<file path="src/rtl/rv_ctrl_pkg.sv">
// Shared encodings for the multicycle RV32I control path: FSM states,
// opcodes and the datapath select/ALU operation codes.
package rv_ctrl_pkg;

  typedef enum logic [3:0] {
    FETCH    = 4'd0,
    DECODE   = 4'd1,
    MEMADR   = 4'd2,
    MEMREAD  = 4'd3,
    MEMWB    = 4'd4,
    MEMWRITE = 4'd5,
    EXECR    = 4'd6,
    EXECI    = 4'd7,
    ALUWB    = 4'd8,
    BRANCH   = 4'd9,
    JAL      = 4'd10,
    LUI      = 4'd11
  } state_t;

  localparam logic [6:0] OP_LOAD   = 7'b0000011;
  localparam logic [6:0] OP_STORE  = 7'b0100011;
  localparam logic [6:0] OP_R      = 7'b0110011;
  localparam logic [6:0] OP_IMM    = 7'b0010011;
  localparam logic [6:0] OP_BRANCH = 7'b1100011;
  localparam logic [6:0] OP_JAL    = 7'b1101111;
  localparam logic [6:0] OP_LUI    = 7'b0110111;

  localparam logic [1:0] RS_ALUOUT    = 2'b00;
  localparam logic [1:0] RS_DATA      = 2'b01;
  localparam logic [1:0] RS_ALURESULT = 2'b10;

  localparam logic [1:0] SRCA_PC    = 2'b00;
  localparam logic [1:0] SRCA_OLDPC = 2'b01;
  localparam logic [1:0] SRCA_RS1   = 2'b10;
  localparam logic [1:0] SRCA_ZERO  = 2'b11;

  localparam logic [1:0] SRCB_RS2  = 2'b00;
  localparam logic [1:0] SRCB_IMM  = 2'b01;
  localparam logic [1:0] SRCB_FOUR = 2'b10;

  localparam logic [2:0] IMM_I = 3'b000;
  localparam logic [2:0] IMM_S = 3'b001;
  localparam logic [2:0] IMM_B = 3'b010;
  localparam logic [2:0] IMM_J = 3'b011;
  localparam logic [2:0] IMM_U = 3'b100;

  localparam logic [2:0] ALU_ADD = 3'b000;
  localparam logic [2:0] ALU_SUB = 3'b001;
  localparam logic [2:0] ALU_AND = 3'b010;
  localparam logic [2:0] ALU_OR  = 3'b011;
  localparam logic [2:0] ALU_XOR = 3'b100;
  localparam logic [2:0] ALU_SLT = 3'b101;

  localparam logic [1:0] ALUOP_ADD    = 2'b00;
  localparam logic [1:0] ALUOP_SUB    = 2'b01;
  localparam logic [1:0] ALUOP_DECODE = 2'b10;

  // True for every opcode the FSM knows how to sequence.
  function automatic logic op_supported(input logic [6:0] o);
    return (o == OP_LOAD) || (o == OP_STORE) || (o == OP_R) ||
           (o == OP_IMM) || (o == OP_BRANCH) || (o == OP_JAL) ||
           (o == OP_LUI);
  endfunction

endpackage

</file>
<file path="src/rtl/alu_decoder.sv">
// Maps the controller's coarse ALUOp plus the instruction's funct fields
// onto a concrete ALU operation.
module alu_decoder
  import rv_ctrl_pkg::*;
(
  input  logic [1:0] ALUOp,
  input  logic [2:0] funct3,
  input  logic       op5,
  input  logic       funct7b5,
  output logic [2:0] ALUControl
);

  // funct3 000 is sub only for R-type (op5 set) with funct7[5]; addi never subtracts.
  always_comb begin
    ALUControl = ALU_ADD;
    case (ALUOp)
      ALUOP_ADD: ALUControl = ALU_ADD;
      ALUOP_SUB: ALUControl = ALU_SUB;
      ALUOP_DECODE: begin
        case (funct3)
          3'b000:  ALUControl = (op5 && funct7b5) ? ALU_SUB : ALU_ADD;
          3'b100:  ALUControl = ALU_XOR;
          3'b010:  ALUControl = ALU_SLT;
          3'b110:  ALUControl = ALU_OR;
          3'b111:  ALUControl = ALU_AND;
          default: ALUControl = ALU_ADD;
        endcase
      end
      default: ALUControl = ALU_ADD;
    endcase
  end

endmodule

</file>
<file path="src/rtl/multicycle_ctrl.sv">
// Main control FSM of the multicycle RV32I core. One state per cycle;
// memory states wait on MemReady. Outputs are Moore-decoded from state
// except PCWrite/IRWrite (MemReady, Zero), ALUControl (funct fields) and
// Illegal (op). Handshake: a memory access is presented while the FSM sits
// in FETCH/MEMREAD/MEMWRITE and completes on the cycle MemReady is 1; the
// request is held unchanged until then. dbg_state exposes the FSM state.
module multicycle_ctrl
  import rv_ctrl_pkg::*;
(
  input  logic       clk,
  input  logic       rst,
  input  logic [6:0] op,
  input  logic [2:0] funct3,
  input  logic       funct7b5,
  input  logic       Zero,
  input  logic       MemReady,
  output logic       PCWrite,
  output logic       AdrSrc,
  output logic       MemWrite,
  output logic       IRWrite,
  output logic       RegWrite,
  output logic [1:0] ResultSrc,
  output logic [1:0] ALUSrcA,
  output logic [1:0] ALUSrcB,
  output logic [2:0] ImmSrc,
  output logic [2:0] ALUControl,
  output logic       Illegal,
  output state_t     dbg_state
);

  state_t     state;
  state_t     state_next;
  logic [1:0] alu_op;

  assign dbg_state = state;

  // State register; reset always lands in FETCH.
  always_ff @(posedge clk) begin
    if (rst) state <= FETCH;
    else     state <= state_next;
  end

  // Next-state logic; memory states hold until MemReady.
  always_comb begin
    state_next = state;
    if (rst) begin
      state_next = FETCH;
    end else begin
      case (state)
        FETCH:    state_next = MemReady ? DECODE : FETCH;
        DECODE: begin
          case (op)
            OP_LOAD, OP_STORE: state_next = MEMADR;
            OP_R:              state_next = EXECR;
            OP_IMM:            state_next = EXECI;
            OP_BRANCH:         state_next = BRANCH;
            OP_JAL:            state_next = JAL;
            OP_LUI:            state_next = LUI;
            default:           state_next = FETCH;
          endcase
        end
        MEMADR:   state_next = (op == OP_LOAD) ? MEMREAD : MEMWRITE;
        MEMREAD:  state_next = MemReady ? MEMWB : MEMREAD;
        MEMWRITE: state_next = MemReady ? FETCH : MEMWRITE;
        MEMWB:    state_next = FETCH;
        EXECR, EXECI, JAL, LUI: state_next = ALUWB;
        ALUWB:    state_next = FETCH;
        BRANCH:   state_next = FETCH;
        default:  state_next = FETCH;
      endcase
    end
  end

  // Output decode; reset masks every enable so an aborted access never writes.
  always_comb begin
    PCWrite   = 1'b0;
    AdrSrc    = 1'b0;
    MemWrite  = 1'b0;
    IRWrite   = 1'b0;
    RegWrite  = 1'b0;
    ResultSrc = RS_ALUOUT;
    ALUSrcA   = SRCA_PC;
    ALUSrcB   = SRCB_RS2;
    ImmSrc    = IMM_I;
    alu_op    = ALUOP_ADD;
    Illegal   = 1'b0;
    case (state)
      FETCH: begin
        IRWrite   = MemReady;
        PCWrite   = MemReady;
        ALUSrcA   = SRCA_PC;
        ALUSrcB   = SRCB_FOUR;
        ResultSrc = RS_ALURESULT;
      end
      DECODE: begin
        ALUSrcA = SRCA_OLDPC;
        ALUSrcB = SRCB_IMM;
        ImmSrc  = IMM_B;
        Illegal = !op_supported(op);
      end
      MEMADR: begin
        ALUSrcA = SRCA_RS1;
        ALUSrcB = SRCB_IMM;
        ImmSrc  = (op == OP_STORE) ? IMM_S : IMM_I;
      end
      MEMREAD: begin
        AdrSrc    = 1'b1;
        ResultSrc = RS_ALUOUT;
      end
      MEMWRITE: begin
        AdrSrc    = 1'b1;
        ResultSrc = RS_ALUOUT;
        MemWrite  = 1'b1;
      end
      MEMWB: begin
        ResultSrc = RS_DATA;
        RegWrite  = 1'b1;
      end
      EXECR: begin
        ALUSrcA = SRCA_RS1;
        ALUSrcB = SRCB_RS2;
        alu_op  = ALUOP_DECODE;
      end
      EXECI: begin
        ALUSrcA = SRCA_RS1;
        ALUSrcB = SRCB_IMM;
        ImmSrc  = IMM_I;
        alu_op  = ALUOP_DECODE;
      end
      ALUWB: begin
        ResultSrc = RS_ALUOUT;
        RegWrite  = 1'b1;
      end
      BRANCH: begin
        ALUSrcA   = SRCA_RS1;
        ALUSrcB   = SRCB_RS2;
        alu_op    = ALUOP_SUB;
        ResultSrc = RS_ALUOUT;
        // beq takes on Zero, bne on !Zero; other compares are not supported.
        PCWrite   = (funct3[2:1] == 2'b00) ? (Zero ^ funct3[0]) : 1'b0;
      end
      JAL: begin
        ALUSrcA   = SRCA_OLDPC;
        ALUSrcB   = SRCB_FOUR;
        ResultSrc = RS_ALUOUT;
        ImmSrc    = IMM_J;
        PCWrite   = 1'b1;
      end
      LUI: begin
        ALUSrcA = SRCA_ZERO;
        ALUSrcB = SRCB_IMM;
        ImmSrc  = IMM_U;
      end
      default: ;
    endcase
    if (rst) begin
      PCWrite  = 1'b0;
      IRWrite  = 1'b0;
      MemWrite = 1'b0;
      RegWrite = 1'b0;
      Illegal  = 1'b0;
    end
  end

  alu_decoder u_alu_decoder (
    .ALUOp      (alu_op),
    .funct3     (funct3),
    .op5        (op[5]),
    .funct7b5   (funct7b5),
    .ALUControl (ALUControl)
  );

endmodule

</file>
<file path="config.mk">
export PLATFORM = sky130hd
export DESIGN_NAME = multicycle_ctrl
export DESIGN_NICKNAME = d
export VERILOG_FILES = /design/src/rtl/rv_ctrl_pkg.sv /design/src/rtl/alu_decoder.sv /design/src/rtl/multicycle_ctrl.sv
export SDC_FILE = /design/constraint.sdc
export NUM_CORES = 1
export LEC_CHECK = 0
export CAP_MARGIN = 0
export CORE_MARGIN = 5
export CORE_UTILIZATION = 44
export CTS_BUF_LIST = sky130_fd_sc_hd__clkbuf_8
export DETAILED_ROUTE_END_ITERATION = 10
export PLACE_DENSITY_LB_ADDON = 0.15
export SYNTH_ARGS = -nofsm -noshare
export SYNTH_HDL_FRONTEND = slang
export SYNTH_SLANG_ARGS = --single-unit
</file>
<file path="constraint.sdc">
create_clock -name clk -period 3.32 [get_ports clk]
set_input_delay 0.664 -clock clk [delete_from_list [all_inputs] [get_ports clk]]
set_output_delay 0.664 -clock clk [all_outputs]
set_load 0.005 [all_outputs]
</file>
==> results.toml <==
[status]
status = "completed"

[synth]
synth-compound-area-share = 0.296
netlist_area_um2 = 711
yosysSeqAreaShare = 0.113
yosys.area_share.xor_xnor = 0.0370
synth-edff-count = 0
async_flop_share = 0
yosysWarningCount = 0
synthCells = 104
muxShareOfSynthArea = 0.0317
synth-simple-area-share = 0.410
synth_top_family_by_area = "simple AND/OR/NAND/NOR gates"
avgSynthCellArea_um2 = 6.83
yosys.area_share.adder = 0.0352
synthDistinctLibCells = 42
synth_nets = 121
ys_ff_latch = 4
synth_top_flop_cell = "dfxtp_1"

[sta]
final-hold-violation-count = 0
fin_setup_tns_ns = 0
finalClockSkew_ns = 0.00396
post-route-period-util = 0.928
rsz0062_at_grt = "false"
drv_slew = 0
setup_viol = 0
maxSlewHeadroom = 0.677
period_needed_ns = 3.08
worst-slew-pin-transition_ns = 0.481
clock.fmax_mhz = 325
finalHoldWorstSlack_ns = 0.657
setup_ws_ns = 0.239

[clock_tree]
cts_num_sinks = 4
cts_buffer_depth = 2
postCtsSetupRepairBufs = 0
clock_latency_ns = 0.22
cts_hold_buf = 0
cts.clk_slew.worst_paths_ns = 0.03
cts_tree = "done"
numCtsBuffers = 3
cts_root_buffer = "clkbuf_8"
h-tree-depth = 1

[worst_setup_path]
cp_max_fo = 8
startpoint_type = "primary input"
rrSetupSlack_ns = 1.76
crit_required_ns = 2.66
endpoint_kind = "output port"
cpMaxStageDelayCell = "clkdlybuf4s50_1"
crit_top_cell = "clkdlybuf4s50_1"
slowest_delay_ns = 0.60
critPathArrivalTime_ns = 2.42
crit_chain = "clkdlybuf4s50_1, nor3_1, a22o_1, a211oi_1, clkdlybuf4s50_1"
crit_type = "primary input to output port"

[global_routing]
grt_remaining_overflow = 0
grt_util_met1 = 0.193
met2_usage = 0.337
grt_max_degree = 20
grt_first_pass_wirelength_um = 3590
grt_pass1_vias = 853
grt.total_usage = 0.177
antenna_found_initial = 0
grt_busiest_layer = "met2"
met3_usage = 0.0355

[placement]
gp_congestion = 0.887
port_buffers = 36
post-place-ws_ns = 0.144
dp.cells = 155
hpwl_um = 1830

[die]
coreArea_mm2 = 0.00152
dieArea_mm2 = 0.00252
start_util = 0.466
rows = 14
die_y_um = 50.2
ios = 37
die_w_um = 50.2

[drt]
routedWlPerCell_um = 14.6
ant_nets = 0
first_pass_iters = 5
vias = 929
drc_errors = 0
drt_iter0_drc = 15
drt-total-wl_um = 2310
viasPerCell = 5.88

[cells_and_area]
layout_commonest_cell = "clkdlybuf4s50_1"
instances_no_fill = 158
drive_gt1_frac = 0.120
final_cell_mix = "35 x clkdlybuf4s50_1, 9 x nand2_1, 9 x nor2_1"
fill_cells = 126
largest_reg_flops = 4
antennaDiodeCount = 0
areaGrowthSynthToFinish_pct = 62.5
nets = 161

[flow_run]
maxCapViolCount = 0

[pwr]
power_density_mw_per_mm2 = 201
leakage_nw = 0.462
ir_drop_mv = 0.169
power_mw = 0.232

[hold_path]
hold_path.class = "flop to flop"
[cell families (layout without fill, tap and decap cells)]
group | Yosys count | count (layout)
xor gates and xnor gates | 3 | 3
adders and majority gates | 2 | 2
buffers and inverters | 14 | 52
and+or+nand+nor | 52 | 52
AOI/OAI and AO/OA | 27 | 27
DFF | 4 | 4
muxes | 2 | 2
[critical path: cells and delay by family]
family | cells | cell delay (ns)
AO/OA/AOI/OAI | 2 | 0.50
buffers and inverters | 2 | 1.14
AND/OR/NAND/NOR | 1 | 0.11
[layout make-up]
class,instances,area (µm²),area share
tap,16,20.0,0.0173
clock buffer,3,41.3,0.0358
timing repair buffer,43,415,0.360
inverter,6,22.5,0.0195
multi-input combinational,86,576,0.498
sequential,4,80.1,0.0693
[path summary, 6_finish.rpt]
path / start / to / depth (start not counted)
worst max-delay path: op[2] / Illegal / 5
worst min register to register: dbg_state[1]$_SDFF_PP0_ / dbg_state[1]$_SDFF_PP0_ / 2
worst min-delay path: dbg_state[1]$_SDFF_PP0_ / dbg_state[1]$_SDFF_PP0_ / 2
worst max register to register: dbg_state[1]$_SDFF_PP0_ / dbg_state[0]$_SDFF_PP0_ / 5
[timing repair]
item                                    CTS  global route
hold endpoints to repair                  0             0
endpoints found under the setup margin    0             1
resized for setup                         0             1
[per-layer routing]
layer,vias up,part of all wire
met5,-,0
met3,2,0.065
li1,459,-
met2,37,0.52
met4,0,0.0091
met1,431,0.40
[Yosys cell counts (2+ instances only)]
cell,number,area [µm²]
o21ai_1,2,10.0
inv_1,6,22.5
o21ai_0,2,10.0
nand2b_1,5,31.3
nor3_1,3,15.0
nand2_1,9,33.8
dfxtp_1,4,80.1
a31oi_1,3,18.8
a21oi_1,3,15.0
buf_2,2,10.0
xor2_1,2,17.5
a22o_1,2,17.5
ha_1,2,25.0
nor3b_1,3,22.5
and3_1,4,25.0
nor4_1,4,25.0
nor2b_1,7,43.8
a211oi_1,3,22.5
nor2_1,9,33.8
or3_1,2,12.5
clkbuf_1,5,18.8
mux2_2,2,22.5
[power breakdown]
| group | switching [mW] | leakage (nW) | internal [mW] |
|---|---|---|---|
| logic | 0.0348 | 0.408 | 0.0435 |
| registers | 0.000488 | 0.0325 | 0.0493 |
| clock network | 0.0266 | 0.0216 | 0.0775 |
| total | 0.0619 | 0.462 | 0.170 |
[stage by stage]
stage | area, µm² | util
2_1_floorplan | 711 | -
3_3_place_gp | 1110 | 0.729
3_5_place_dp | 1110 | 0.729
4_1_cts | 1150 | 0.756
5_1_grt | 1150 | 0.758
6_report | 1150 | 0.758
Note: power is estimated with default switching activity, not from simulation.
